--- config.mk ---
export PLATFORM = sky130hd
export DESIGN_NAME = fifo_burst_reader
export DESIGN_NICKNAME = d
export VERILOG_FILES = /design/src/rtl/fifo_burst_reader_pkg.sv /design/src/rtl/fifo_burst_reader.sv
export SDC_FILE = /design/constraint.sdc
export NUM_CORES = 1
export LEC_CHECK = 0
export CORE_ASPECT_RATIO = 0.6
export CORE_UTILIZATION = 38
export CTS_CLUSTER_SIZE = 24
export DETAILED_ROUTE_END_ITERATION = 8
export PLACE_DENSITY = 0.75
export SETUP_SLACK_MARGIN = 0.2
export SLEW_MARGIN = 20
export SYNTH_ARGS = -nofsm -noshare
export SYNTH_HDL_FRONTEND = slang
export SYNTH_SLANG_ARGS = --single-unit
--- constraint.sdc ---
create_clock -name CLK -period 1.9 [get_ports CLK]
set_input_delay 0.38 -clock CLK [delete_from_list [all_inputs] [get_ports CLK]]
set_output_delay 0.38 -clock CLK [all_outputs]
set_load 0.05 [all_outputs]
--- src/rtl/fifo_burst_reader_pkg.sv ---
// Shared constants and state encoding for the FIFO burst reader.
// Imported by the top-level fifo_burst_reader.
package fifo_burst_reader_pkg;

  localparam int WORD_W            = 36;
  localparam int BURST_LEN_DEFAULT = 500;

  typedef enum logic [1:0] {
    ST_IDLE     = 2'd0,
    ST_BURST    = 2'd1,
    ST_FLUSHING = 2'd2
  } state_e;

  // Word counter width; never narrower than one bit.
  function automatic int cnt_width(input int len);
    return (len <= 2) ? 1 : $clog2(len);
  endfunction

endpackage

--- src/rtl/fifo_burst_reader.sv ---
// Pops fixed-length bursts from a first-word-fall-through FIFO into a registered
// valid/ready output stage, with an on-demand flush path and a sticky underrun flag.
module fifo_burst_reader
  import fifo_burst_reader_pkg::*;
#(
  parameter int BURST_LEN = BURST_LEN_DEFAULT
) (
  input  logic              CLK,
  input  logic              RST,
  input  logic [WORD_W-1:0] DO,
  input  logic              EMPTY,
  input  logic              ALMOSTEMPTY,
  output logic              RDEN,
  input  logic              FLUSH,
  output logic [WORD_W-1:0] OUT_DATA,
  output logic              OUT_VALID,
  input  logic              OUT_READY,
  output logic              OUT_LAST,
  output logic              FLUSH_DONE,
  output logic              UNDERRUN
);

  localparam int               CNT_W    = cnt_width(BURST_LEN);
  localparam logic [CNT_W-1:0] LAST_CNT = CNT_W'(BURST_LEN - 1);

  state_e            state_q, state_d;
  logic [CNT_W-1:0]  cnt_q, cnt_d;
  logic [WORD_W-1:0] out_data_q, out_data_d;
  logic              out_valid_q, out_valid_d;
  logic              out_last_q, out_last_d;
  logic              flush_done_q, flush_done_d;
  logic              underrun_q, underrun_d;

  logic out_free;
  logic active;
  logic pop;
  logic last_pop;

  always_comb begin
    out_free = !out_valid_q || OUT_READY;
    active   = (state_q == ST_BURST) || (state_q == ST_FLUSHING);
    pop      = active && !EMPTY && out_free && !RST;
    last_pop = pop && (cnt_q == LAST_CNT);

    state_d      = state_q;
    cnt_d        = cnt_q;
    out_data_d   = out_data_q;
    out_valid_d  = out_valid_q;
    out_last_d   = out_last_q;
    flush_done_d = 1'b0;
    underrun_d   = underrun_q;

    // Data and LAST hold while the sink stalls; LAST drops with VALID.
    if (pop) begin
      out_data_d  = DO;
      out_valid_d = 1'b1;
      out_last_d  = last_pop;
    end else if (out_valid_q && OUT_READY) begin
      out_valid_d = 1'b0;
      out_last_d  = 1'b0;
    end

    case (state_q)
      ST_IDLE: begin
        if (!EMPTY && !ALMOSTEMPTY) begin
          state_d = ST_BURST;
          cnt_d   = '0;
        end else if (FLUSH) begin
          state_d = ST_FLUSHING;
          cnt_d   = '0;
        end
      end

      ST_BURST: begin
        if (EMPTY) begin
          underrun_d = 1'b1;
        end
        if (pop) begin
          if (last_pop) begin
            state_d = ST_IDLE;
            cnt_d   = '0;
          end else begin
            cnt_d = cnt_q + CNT_W'(1);
          end
        end
      end

      // A flush longer than one burst keeps draining; the counter just wraps so
      // each full group of BURST_LEN words is still marked with LAST.
      ST_FLUSHING: begin
        if (pop) begin
          cnt_d = last_pop ? '0 : cnt_q + CNT_W'(1);
        end else if (EMPTY && out_free) begin
          state_d      = ST_IDLE;
          flush_done_d = 1'b1;
        end
      end

      default: begin
        state_d = ST_IDLE;
        cnt_d   = '0;
      end
    endcase
  end

  always_ff @(posedge CLK) begin
    if (RST) begin
      state_q      <= ST_IDLE;
      cnt_q        <= '0;
      out_data_q   <= '0;
      out_valid_q  <= 1'b0;
      out_last_q   <= 1'b0;
      flush_done_q <= 1'b0;
      underrun_q   <= 1'b0;
    end else begin
      state_q      <= state_d;
      cnt_q        <= cnt_d;
      out_data_q   <= out_data_d;
      out_valid_q  <= out_valid_d;
      out_last_q   <= out_last_d;
      flush_done_q <= flush_done_d;
      underrun_q   <= underrun_d;
    end
  end

  assign RDEN       = pop;
  assign OUT_DATA   = out_data_q;
  assign OUT_VALID  = out_valid_q;
  assign OUT_LAST   = out_last_q;
  assign FLUSH_DONE = flush_done_q;
  assign UNDERRUN   = underrun_q;

endmodule

==> impl_metrics.env <==
export IMPL_portBuffers=82
export IMPL_grt_pass1_vias=1963
export IMPL_grt_max_degree=27
export IMPL_die_area_sq_mm=0.00554
export IMPL_intPower_mw=1.90
export IMPL_grt_overflow_total=0
export IMPL_synth_cell_type_count=29
export IMPL_die_height_um=58.1
export IMPL_final_antenna_net_count=0
export IMPL_final_cell_count_no_fill=427
export IMPL_grt_usage=0.218
export IMPL_total_power_mw=2.89
export IMPL_seq_area_frac_synth=0.513
export IMPL_rows=19
export IMPL_root_buffer="clkbuf_8"
export IMPL_worst_pin_slew_ns=0.515
export IMPL_clkLatencyLatePin_ns=0.29
export IMPL_numCtsBuffers=5
export IMPL_cts_tree="done"
export IMPL_drive_above_1_share=0.365
export IMPL_switching_share=0.344
export IMPL_dp_hpwl_um=4140
export IMPL_cp_required_ns=1.52
export IMPL_hold_path_class="register to register"
export IMPL_dp_cells=402
export IMPL_violations="negative setup slack"
export IMPL_vias=2121
export IMPL_n_antenna_cell=0
export IMPL_synth_nets=293
export IMPL_core_area_sq_mm=0.00480
export IMPL_drv_cap=0
export IMPL_viasPerCell=4.97
export IMPL_clkPwrFrac=0.214
export IMPL_drt_first_pass_iters=4
export IMPL_cp_arrival_ns=1.58
export IMPL_max_slew_margin=0.658
export IMPL_crit_path_max_fanout=2
export IMPL_finalHoldViolCount=0
export IMPL_drt_iter0_markers=59
export IMPL_final_setup_worst_slack_ns=-0.0633
export IMPL_routed_wl_um=6440
export IMPL_cts_htree_levels=2
export IMPL_nNetsFinal=410
export IMPL_power_leakage_nw=1.58
export IMPL_hold_buffers=0
export IMPL_status="finished, violations left"
export IMPL_clk_pin_slew_ns=0.09
export IMPL_syn_to_final_growth_pct=83.7
export IMPL_drc=0
export IMPL_syn_area_sq_mm=0.00199
export IMPL_grt_antenna_before_repair=0
export IMPL_netlist_instances=247
export IMPL_place_gp_congestion=0.869
export IMPL_fp_dieW_um=95.4
export IMPL_min_period_ns=1.96
export IMPL_seqPwrFrac=0.410
export IMPL_grt_first_pass_wirelength_um=9160
export IMPL_crit_path_end_kind="output port"
export IMPL_rsz0062_at_grt="yes"
export IMPL_critical_path_class="register to output port"
export IMPL_min_period_over_period=1.03
export IMPL_setup_viol=7
export IMPL_power_density_mw_per_mm2=791
export IMPL_ys_seq_elements=51
export IMPL_initial_core_util=0.415
export IMPL_start_kind="register"
export IMPL_wl_per_cell_um=15.1
export IMPL_ios=83
export IMPL_yosys_warnings=0
export IMPL_synth_avg_cell_area_sq_um=8.06
export IMPL_p_sw_uw=996
export IMPL_fin_tns_setup_ns=-0.182
export IMPL_max_clock_path_buffers=2
export IMPL_clock_skew_ns=0.00462
export IMPL_ir_worst_vdd_mv=0.483
export IMPL_cts_sinks=51
export IMPL_utilization=0.761
export IMPL_max_freq_mhz=509
export IMPL_p_comb_frac=0.377
export IMPL_hold_slack_ns=0.451
export IMPL_drv_slew=0
[power groups by stage]
| stage | Sequential, mW | Combinational, mW | Clock (mW) |
|---|---|---|---|
| after floorplan | 1.44 | 0.268 | 0 |
| after global placement | 1.20 | 0.836 | 0 |
| after detailed placement | 1.21 | 0.842 | 0 |
| after CTS | 1.18 | 0.848 | 0.633 |
| after global routing | 1.19 | 1.14 | 0.684 |
| final | 1.19 | 1.09 | 0.618 |
[critical path: stages, from the launching register on]
cell,delay (ns)
dfxtp_2,0.35
inv_2,0.05
ha_4,0.28
nand2b_4,0.05
or3_4,0.35
inv_2,0.08
buf_12,0.13
[worst paths after layout]
kind,start,to,slack (ns),cells after the start
max reg2reg,state_q[0],state_q[0],-0.06,8
min,OUT_DATA[1],OUT_DATA[1],0.45,2
min reg2reg,OUT_DATA[1],OUT_DATA[1],0.45,2
max,state_q[0],RDEN,-0.06,6
[registers in the layout, summed over array words and instances (netlist names)]
signal      flops
FLUSH_DONE      1
OUT_DATA       36
OUT_LAST        1
OUT_VALID       1
UNDERRUN        1
cnt_q           9
state_q         2
[what timing repair did]
action | in CTS | in global routing
buffers inserted | 9 | 6
setup endpoints to repair | 50 | 38
pin swaps | 11 | 41
cloned | 0 | 3
resized for setup | 55 | 105
[kinds of logic after synthesis]
family          count (synthesis)  synth area share
simple gates                  115             0.250
compound gates                 53             0.148
flops                          51             0.513
buf+inv                        17            0.0321
xor+xnor                        6            0.0264
fa+ha+maj                       4            0.0251
mux                             1           0.00566
[per-stage QoR]
stage	area [sq um]	setup slack (ns)
floorplan	2030	0.118
global route	3660	-0.120
CTS	3220	-0.0387
finish	3660	-0.0633
detailed placement	3060	-0.234
global placement	3060	-0.218
[cells in the mapped netlist]
cell type  count  area share
a21o_1         1      0.0038
a21oi_1       41        0.10
buf_1          3      0.0057
clkbuf_1      10       0.019
dfxtp_1       51        0.51
ha_1           4       0.025
inv_1          4      0.0075
mux2_2         1      0.0057
nand2_1       80        0.15
nand2b_1       3      0.0094
nand3_1        2      0.0050
nand4_1        2      0.0063
nand4b_1       1      0.0044
nor2_1        12       0.023
nor2b_1        1      0.0031
nor3_1         3      0.0075
nor3b_1        1      0.0038
nor4_1         2      0.0063
nor4b_1        2      0.0088
o2111ai_1      1      0.0044
o21a_1         2      0.0075
o21ai_0        4       0.010
o21ba_2        1      0.0050
o21bai_2       1      0.0057
o31a_1         2      0.0088
or2_1          1      0.0031
or3_1          4       0.013
or4_4          1      0.0057
xnor2_1        6       0.026
[routing by layer]
metal,GRT usage,routed length [um],part of all wire
met1,0.283,2900,0.45
met2,0.346,3000,0.47
met3,0.0748,525,0.081
met4,0.0597,19,0.0029
met5,0,0,0
[cell usage in the layout (no fill, tap or decap), types with 2 or more instances in the layout]
cell type,n
nor2_1,4
nand4_1,2
nor3_1,3
nand2_4,16
nand2b_4,2
buf_4,27
inv_2,3
o31a_1,2
ha_4,2
ha_1,2
nand2_2,14
xnor2_1,6
nand3_1,2
dfxtp_1,44
a21oi_1,20
nor2_4,2
o21ai_0,2
nand2_1,50
o21ai_1,2
o21a_1,2
dlygate4sd2_1,39
a21oi_2,21
buf_12,5
dfxtp_2,6
buf_6,8
clkdlybuf4s50_1,40
nor2_2,6
clkbuf_8,6
or3_1,3
buf_8,4
[cell type report]
class                           instances  area, sq um
Multi-Input combinational cell        179         1250
Timing Repair Buffer                  123         1190
Tap cell                               63         78.8
Sequential cell                        51         1030
Clock inverter                          1         5.00
Clock buffer                            6         82.6
Fill cell                             367         1150
Inverter                                4         15.0
Power figures use the tool's default switching activity.
